--- src/rtl/scpu_pkg.sv ---
// Shared opcodes, field widths and instruction layout for the SCPU core.
package scpu_pkg;

    localparam int unsigned OPC_W  = 4;
    localparam int unsigned REG_W  = 8;
    localparam int unsigned ADDR_W = 8;
    localparam int unsigned RIDX_W = 2;
    localparam int unsigned INSN_W = 16;
    localparam int unsigned NREGS  = 4;

    localparam int unsigned OPC_MSB = 15;
    localparam int unsigned OPC_LSB = 12;
    localparam int unsigned RD_MSB  = 11;
    localparam int unsigned RD_LSB  = 10;
    localparam int unsigned RS_MSB  = 9;
    localparam int unsigned RS_LSB  = 8;
    localparam int unsigned IMM_MSB = 7;
    localparam int unsigned IMM_LSB = 0;

    typedef enum logic [OPC_W-1:0] {
        OP_NOP  = 4'h0,
        OP_LDI  = 4'h1,
        OP_ADD  = 4'h2,
        OP_SUB  = 4'h3,
        OP_AND  = 4'h4,
        OP_OR   = 4'h5,
        OP_XOR  = 4'h6,
        OP_SHL  = 4'h7,
        OP_SHR  = 4'h8,
        OP_MOV  = 4'h9,
        OP_ADDI = 4'hA,
        OP_JMP  = 4'hB,
        OP_BEQZ = 4'hC,
        OP_OUT  = 4'hD,
        OP_HALT = 4'hE,
        OP_RSV  = 4'hF
    } opcode_e;

    typedef enum logic {
        ST_RUN  = 1'b0,
        ST_HALT = 1'b1
    } state_e;

    typedef struct packed {
        opcode_e           opc;
        logic [RIDX_W-1:0] rd;
        logic [RIDX_W-1:0] rs;
        logic [REG_W-1:0]  imm;
    } insn_t;

    // Split a raw instruction word into its fields.
    function automatic insn_t decode(logic [INSN_W-1:0] w);
        insn_t d;
        d.opc = opcode_e'(w[OPC_MSB:OPC_LSB]);
        d.rd  = w[RD_MSB:RD_LSB];
        d.rs  = w[RS_MSB:RS_LSB];
        d.imm = w[IMM_MSB:IMM_LSB];
        return d;
    endfunction

    // True for opcodes whose ALU result lands in rd.
    function automatic logic writes_rd(opcode_e op);
        logic w;
        case (op)
            OP_LDI, OP_ADD, OP_SUB, OP_AND, OP_OR, OP_XOR,
            OP_SHL, OP_SHR, OP_MOV, OP_ADDI: w = 1'b1;
            default:                         w = 1'b0;
        endcase
        return w;
    endfunction

endpackage

--- src/rtl/scpu_alu.sv ---
// Combinational 8-bit datapath for the register-writing opcodes.
module scpu_alu
    import scpu_pkg::*;
(
    input  logic [OPC_W-1:0] opc_i,
    input  logic [REG_W-1:0] a_i,
    input  logic [REG_W-1:0] b_i,
    input  logic [REG_W-1:0] imm_i,
    output logic [REG_W-1:0] y_o
);

    opcode_e opc;
    assign opc = opcode_e'(opc_i);

    // Result selection; carries are discarded by the 8-bit width.
    always_comb begin
        y_o = a_i;
        case (opc)
            OP_LDI:  y_o = imm_i;
            OP_ADD:  y_o = a_i + b_i;
            OP_SUB:  y_o = a_i - b_i;
            OP_AND:  y_o = a_i & b_i;
            OP_OR:   y_o = a_i | b_i;
            OP_XOR:  y_o = a_i ^ b_i;
            OP_SHL:  y_o = a_i << imm_i[2:0];
            OP_SHR:  y_o = a_i >> imm_i[2:0];
            OP_MOV:  y_o = b_i;
            OP_ADDI: y_o = a_i + imm_i;
            default: y_o = a_i;
        endcase
    end

endmodule

--- src/rtl/scpu.sv ---
// Tiny single-cycle CPU: loadable instruction memory, four registers, OUT port.
module scpu
    import scpu_pkg::*;
#(
    parameter int unsigned IMEM_DEPTH = 256
) (
    input  logic                clk,
    input  logic                rst_n,
    input  logic [ADDR_W-1:0]   ins_index,
    input  logic                ins_we,
    input  logic [INSN_W-1:0]   instructs,
    output logic [REG_W-1:0]    res
);

    localparam int unsigned IDX_W = (IMEM_DEPTH > 1) ? $clog2(IMEM_DEPTH) : 1;

    logic [INSN_W-1:0] imem_q [IMEM_DEPTH];
    logic [INSN_W-1:0] fetch_word;
    insn_t             insn;

    state_e            state_q, state_d;
    logic [ADDR_W-1:0] pc_q, pc_d;
    logic [REG_W-1:0]  regs_q [NREGS];
    logic [REG_W-1:0]  regs_d [NREGS];
    logic [REG_W-1:0]  res_q, res_d;

    logic [REG_W-1:0]  op_a, op_b, alu_y;

    // Instruction memory write port; contents deliberately survive reset.
    always_ff @(posedge clk) begin
        if (ins_we && (32'(ins_index) < IMEM_DEPTH)) begin
            imem_q[IDX_W'(ins_index)] <= instructs;
        end
    end

    // Combinational fetch; out-of-range PC reads as NOP.
    assign fetch_word = (32'(pc_q) < IMEM_DEPTH) ? imem_q[IDX_W'(pc_q)] : '0;
    assign insn       = decode(fetch_word);
    assign op_a       = regs_q[insn.rd];
    assign op_b       = regs_q[insn.rs];

    scpu_alu u_alu (
        .opc_i (insn.opc),
        .a_i   (op_a),
        .b_i   (op_b),
        .imm_i (insn.imm),
        .y_o   (alu_y)
    );

    // Architectural state registers.
    always_ff @(posedge clk or negedge rst_n) begin
        if (!rst_n) begin
            state_q <= ST_RUN;
            pc_q    <= '0;
            res_q   <= '0;
            for (int i = 0; i < int'(NREGS); i++) regs_q[i] <= '0;
        end else begin
            state_q <= state_d;
            pc_q    <= pc_d;
            res_q   <= res_d;
            for (int i = 0; i < int'(NREGS); i++) regs_q[i] <= regs_d[i];
        end
    end

    // Next-state: loading holds the core at PC 0, otherwise execute one instruction.
    always_comb begin
        state_d = state_q;
        pc_d    = pc_q;
        res_d   = res_q;
        regs_d  = regs_q;
        if (ins_we) begin
            pc_d    = '0;
            state_d = ST_RUN;
        end else if (state_q == ST_RUN) begin
            pc_d = pc_q + ADDR_W'(1);
            case (insn.opc)
                OP_JMP:  pc_d = insn.imm;
                OP_BEQZ: if (op_a == '0) pc_d = insn.imm;
                OP_OUT:  res_d = op_a;
                OP_HALT: begin
                    state_d = ST_HALT;
                    pc_d    = pc_q;
                end
                default: ;
            endcase
            if (writes_rd(insn.opc)) regs_d[insn.rd] = alu_y;
        end
    end

    assign res = res_q;

endmodule

--- config.mk ---
export PLATFORM = sky130hd
export DESIGN_NAME = scpu
export DESIGN_NICKNAME = d
export VERILOG_FILES = /design/src/rtl/scpu_pkg.sv /design/src/rtl/scpu_alu.sv /design/src/rtl/scpu.sv
export SDC_FILE = /design/constraint.sdc
export NUM_CORES = 2
export LEC_CHECK = 0
export ABC_CLOCK_PERIOD_IN_PS = 8700
export CORE_MARGIN = 2
export CORE_UTILIZATION = 50
export CTS_BUF_LIST = sky130_fd_sc_hd__clkbuf_8 sky130_fd_sc_hd__clkbuf_16
export DETAILED_ROUTE_END_ITERATION = 10
export PLACE_DENSITY_LB_ADDON = 0.3
export SYNTH_ARGS = -nofsm -noshare
export SYNTH_HDL_FRONTEND = slang
export SYNTH_HIERARCHICAL = 1
export SYNTH_MEMORY_MAX_BITS = 65536
export SYNTH_SLANG_ARGS = --single-unit
--- constraint.sdc ---
create_clock -name clk -period 8.7 [get_ports clk]
set_clock_uncertainty 0.1 [all_clocks]
set_input_delay 1.74 -clock clk [delete_from_list [all_inputs] [get_ports clk]]
set_output_delay 1.74 -clock clk [all_outputs]
set_load 0.02 [all_outputs]
Word-level counts from Yosys, hierarchy flattened
Memories as Yosys holds them, arrays and structs flattened.
Index checks and enable logic that the tools add are counted.

word-level totals
  input port bits = 27
  memory bits (read-only) = 16
  memories = 2
  register bits after elaboration = 49
  output and inout bits = 8
  logic and storage cells = 67
  RAM bits = 4096

cells by class
  muxes and demuxes = 21
  reductions and logical operators = 5
  add/sub/neg operators = 4
  magnitude comparators = 3
  bitwise logic cells = 7
  eq/ne operators = 16
  shift operators = 2

memories
  name             depth  bits a word  read ports  clocked after memory_dff  wr ports  line            RTL
  imem_q           256    16           1           0                         1         scpu.sv:17      logic [INSN_W-1:0] imem_q [IMEM_DEPTH];
  (no name shown)  16     1            1           0                         0         scpu_pkg.sv:64  case (op)

operators by type and width
  operator                                                          number
  8-bit one-hot mux with 10 select lines                            1
  8-bit 2-to-1 mux                                                  8
  8-bit binary-select mux with 2-bit select                         2
  32-bit bitwise mux                                                1
  4-bit == test (second input constant)                             7
  8-bit one-hot mux with 3 select lines                             1
  8-bit adder                                                       2
  8-bit demux with 2-bit select                                     1
  4-bit by 3-bit == test with 1-bit output (second input constant)  4
  8-bit by 1-bit adder with 8-bit output (second input constant)    1
  8-bit AND                                                         1
  4-bit by 2-bit == test with 1-bit output (second input constant)  2
  8-bit logical NOT                                                 1
  8-bit bitwise OR                                                  1
  8-bit by 3-bit << shifter with 8-bit output                       1
  8-bit by 3-bit right shift with 8-bit output                      1
  8-bit subtractor                                                  1
  8-bit bitwise XOR                                                 1
  1-bit 2-to-1 mux                                                  7
  3-bit >= comparator (second input constant)                       2
  2-bit NOT with 3-bit output                                       2
  3-bit AND reduction                                               2
  4-bit by 1-bit == test with 1-bit output (second input constant)  1
  2-bit != test (second input constant)                             2
  other kinds (4)                                                   5

Depth between registers and ports, before layout
An unclocked memory read counts as a cell.

  depth in word-level cells = 10
  gate-level depth with buffers = 36
  mapped depth without buffers = 23

Hierarchy
The synthesis kept the hierarchy.

by module, submodules not included
  module    instances  cells an instance  sequential area each (um2)  area an instance (um2)
  scpu      1          7138               124224.1                    160949.4
  scpu_alu  1          292                0.0                         1914.3

Least setup slack after synthesis
No wires, ideal clock.

  kind = reg-to-reg
  start = register pc_q[0]
  end = register regs_q[14] in the netlist's numbering
  path buffers = 7
  arrival = 6.689 ns
  period minus slack after synthesis = 6.914 ns
  cell stages (with the launch flop) = 27
  setup slack = 1.786 ns
  library setup time = 0.125 ns
  cells stage by stage = dfrtp_1 > buf_6 > buf_6 > buf_6 > buf_4 > buf_4 > buf_6 > buf_2 > mux4_2 > mux4_2 > mux4_2 > mux2i_1 > nor2_1 > a21oi_4 > mux4_1 > or4_4 > nor2_1 > nor2_1 > a22oi_1 > o31ai_1 > ha_1 > nor2_1 > mux2i_1 > o21ai_0 > a221o_1 > o32a_1 > mux2_2

on the way
  longest elaborated chain between the ends = 8
  elaborated cells on any way between the ends = 38
  classes of those cells = add/sub (3); order compare (2); eq/ne (10); shift (2); mux (12); bitwise (5); reduce/logical (2); memory (2)

RTL lines
  what                                                   line                            RTL
  from (decl)                                            scpu.sv:22                      logic [ADDR_W-1:0] pc_q, pc_d;
  from (signal assigned)                                 scpu.sv:59                      pc_q <= pc_d;
  memory read 256 x 16 bit *                             n/a
  2-bit NOT with 3-bit output (implied by the code) *    scpu.sv:40                      assign op_b = regs_q[insn.rs];
  8-bit binary-select mux with 2-bit select *            scpu.sv:40
  8-bit 2-to-1 mux (implied by the code) * (2 in a row)  scpu.sv:40
  via op_b[0]                                            scpu.sv:27                      logic [REG_W-1:0] op_a, op_b, alu_y;
  8-bit subtractor or 8-bit adder (tied branches)        scpu_alu.sv:21, scpu_alu.sv:20
  8-bit one-hot mux with 10 select lines *               scpu_alu.sv:18                  case (opc)
  via alu_y[6]                                           scpu.sv:27
  32-bit bitwise mux *                                   scpu.sv:86                      if (writes_rd(insn.opc)) regs_d[insn.rd] = alu_y;
  to (decl)                                              scpu.sv:23                      logic [REG_W-1:0] regs_q [NREGS];

Mark *: on every way through the listed nets, which the timed path passes. The rest lies on a longest branch. The select of a mux whose other input is x is not followed.
A chain may end at the register's enable or synchronous reset.

Final worst setup path
  start = register pc_q[0]
  end = register regs_q[15] in the netlist's numbering

on the way
  elaborated cells on any way between the ends = 38
  classes of those cells = add/sub (3); order compare (2); eq/ne (10); shift (2); mux (12); bitwise (5); reduce/logical (2); memory (2)

RTL lines
  what                                         line            RTL
  memory read 256 x 16 bit *                   n/a
  via fetch_word[14]                           scpu.sv:18      logic [INSN_W-1:0] fetch_word;
  4-bit == test, or another cell as far along  scpu_alu.sv:18
  8-bit one-hot mux with 10 select lines *     scpu_alu.sv:18
  via alu_y[7]                                 scpu.sv:27
  32-bit bitwise mux *                         scpu.sv:86

Marks and branches as above.

==> flow_summary.toml <==
[global_routing]
grt_usage = 0.264
grt_max_degree = 138
grt_pass1_wl_um = 616000
grt.overflow.total = 0
grt_pass1_vias = 80500
grt_antenna_before_repair = 25

[worst_setup_path]
ff2ff_setup_slack_ps = 670
r2r_cells = 21
rr_startpoint = "pc_q[0]$_DFFE_PN0P_"
r2r-end = "regs_q[15]$_DFFE_PN0P_"
cp.arrival_ps = 8780
critical_path_required_ps = 9440
startpoint_type = "flip-flop"
endpoint_kind = "flip-flop"
crit_type = "flip-flop to flip-flop"
crit_path_max_fanout = 33

[routing]
drc = 0
drt_first_pass_iters = 6
ant_nets = 0
wl_per_cell_um = 35.0
vias_per_cell = 6.52
wl_um = 438000
drt_iter0_drc = 12400
vias = 81700

[timing]
final-hold-violation-count = 0
max_slew_margin = 0.00103
period_share = 0.923
fin_crit_ps = 8030
drv_slew = 0
setup_viol = 0
fmax_ghz = 0.125
worstMarginPinSlew_ps = 1480
fin_tns_setup_ps = 0
rsz0062_at_grt = "false"

[cts]
ctsLongestPathBuffers = 4
post_cts_resized = 0
cts_tree = "done"
cts_max_level = 5
root_buffer = "clkbuf_16"
cts_setup_buffers = 0
clock-sinks = 4145
path_clk_slew_ps = 60
numCtsBuffers = 405
clock_latency_ps = 990
holdBufCountCts = 0

[synthesis]
ys.flop_type = "edfxtp_1"
synth_edf_count = 4096
yosys.area.top_type = "edfxtp_1"
synthArstFlopShare = 0.0118
ys_top_cells_by_count = "edfxtp_1, mux4_2, mux2i_1, nor2_1, nand2_1"
seq_area_frac_synth = 0.763
ys_seq_elements = 4145
yosysWarnings = 6
netlist_top_cells_area = "edfxtp_1, mux4_2, mux2i_1, nor2_1, dfrtp_1"
syn_area_um2 = 163000
syn_avg_cell_area_um2 = 21.9
syn_inst = 7430
syn-num-nets = 7483
synth_most_common_cell = "edfxtp_1"
synth_cell_types = 89
synth_top_area_frac = 0.755

[floorplan]
die-width_um = 575
core_area_um2 = 324000
die_h_um = 575
rows = 209
io_pins = 35
initial_core_util = 0.502
fp.dieArea_um2 = 330000

[pwr]
worst_ir_drop_vdd_mv = 0.367
powerDensity_nw_per_um2 = 329
internal_power_mw = 40.2
p_leak_nw = 57.7
pwr-share-comb = 0.341
sw_frac_of_total = 0.335
p_seq_frac = 0.371
p_clk_frac = 0.288
p_sw_mw = 20.2

[final_layout]
seqCellArea_um2 = 124000
fillers = 23400
synthToLayoutAreaGrowth_pct = 12.7
nets = 7910
finalNonFillerCells = 12500
multiInputGateArea_um2 = 36400
post_route_cells_drive_above_1_share = 0.282
fin_util = 0.566

[flow_run]
drv_cap = 1

[placed_design]
dp_hpwl_um = 256000
globalplace.congestion = 0.884
portBuffers = 34
placedCellCount = 11800

[run_status]
status = "complete, but fails checks"
violations = "capacitance limit"

[hold_path]
hold_path_end = "res[2]$_DFFE_PN0P_"
min_from = "res[2]$_DFFE_PN0P_"
whs_path_depth = 1
hold_class = "flip-flop to flip-flop"
[worst max path at each step]
| stage | slack [ps] | cells after the start | endpoint | start |
|---|---|---|---|---|
| 6_report | 670 | 21 | regs_q[15]$_DFFE_PN0P_ | pc_q[0]$_DFFE_PN0P_ |
| 5_1_grt | 350 | 23 | regs_q[7]$_DFFE_PN0P_ | pc_q[0]$_DFFE_PN0P_ |
| 4_1_cts | 830 | 21 | regs_q[15]$_DFFE_PN0P_ | pc_q[0]$_DFFE_PN0P_ |
| 3_5_place_dp | 880 | 21 | regs_q[15]$_DFFE_PN0P_ | pc_q[0]$_DFFE_PN0P_ |
| 3_3_place_gp | 890 | 21 | regs_q[15]$_DFFE_PN0P_ | pc_q[0]$_DFFE_PN0P_ |
| 2_1_floorplan | 1790 | 26 | regs_q[14]$_DFFE_PN0P_ | pc_q[0]$_DFFE_PN0P_ |
[layout by cell type, fill, tap and decap left out, drive strengths merged, types with 98 or more instances in the layout]
cell type	count
mux2i	343
nand2	192
edfxtp	4096
buf	424
nor2	336
a21oi	102
clkinv	182
o221ai	98
clkbuf	433
mux4	1067
inv	134
[metrics by stage]
step / setup WS (ps) / cell area (um2) / power (mW) / hold slack, ps
floorplan: 1790 / 163000 / 36.1 / 388
global placement: 889 / 170000 / 43.0 / 398
detailed placement: 877 / 170000 / 43.1 / 395
CTS: 833 / 183000 / 60.3 / 409
global route: 352 / 183000 / 62.3 / 439
finish: 669 / 183000 / 60.4 / 409
[cells by family (layout without fill, tap and decap cells)]
family | count (synthesis) | count (layout) | share of synthesized area
AO/OA/AOI/OAI | 564 | 564 | 0.0245
XOR/XNOR | 3 | 3 | 0.000161
adder cells (fa/ha/maj) | 26 | 26 | 0.00204
buffers and inverters | 478 | 1243 | 0.0170
flip-flops | 4145 | 4145 | 0.763
multiplexers | 1462 | 1462 | 0.173
other | 0 | 15 | 0
AND/OR/NAND/NOR | 752 | 752 | 0.0206
[cell type report]
class	instances	share of cell area
Clock buffer	418	0.0566
Sequential cell	4145	0.677
Inverter	42	0.000927
Timing Repair Buffer	456	0.0219
Antenna cell	15	0.000205
Multi-Input combinational cell	2807	0.198
Tap cell	4325	0.0295
Clock inverter	327	0.0154
[state kept, by name, summed over array words and instances (netlist names)]
signal,count
imem_q,4096
pc_q,8
regs_q,32
res,8
state_q,1
[power by group through the flow]
| stage | Sequential [mW] | Combinational (mW) | Clock (mW) |
|---|---|---|---|
| finish | 22.4 | 20.6 | 17.4 |
| global route | 22.4 | 21.5 | 18.4 |
| CTS | 22.4 | 20.4 | 17.6 |
| detailed placement | 22.8 | 20.3 | 0 |
| global placement | 22.8 | 20.2 | 0 |
| floorplan | 22.6 | 13.5 | 0 |
[layer usage]
metal	global-route usage	vias to the layer above	part of all wire
li1	-	32400	-
met1	0.378	43600	0.38
met2	0.405	4944	0.47
met3	0.0591	767	0.11
met4	0.0927	12	0.038
met5	0	-	0.00018
[worst max-delay path, stage by stage (launching register included)]
cell and delay [ps]:
dfrtp_4 970, buf_12 350, buf_4 600, mux4_2 590, mux4_2 520, nand2_1 90
o311ai_0 420, a32oi_1 590, nand2_1 360, nor2b_1 380, and3_1 450, nor2_1 170
nor3_1 190, o21ai_0 130, ha_1 360, nand3_1 100, o211ai_1 150, o41a_1 380
a21o_1 180, a211oi_1 280, nor3_1 140, mux2_2 280
Note: power is estimated with default switching activity, not from simulation.
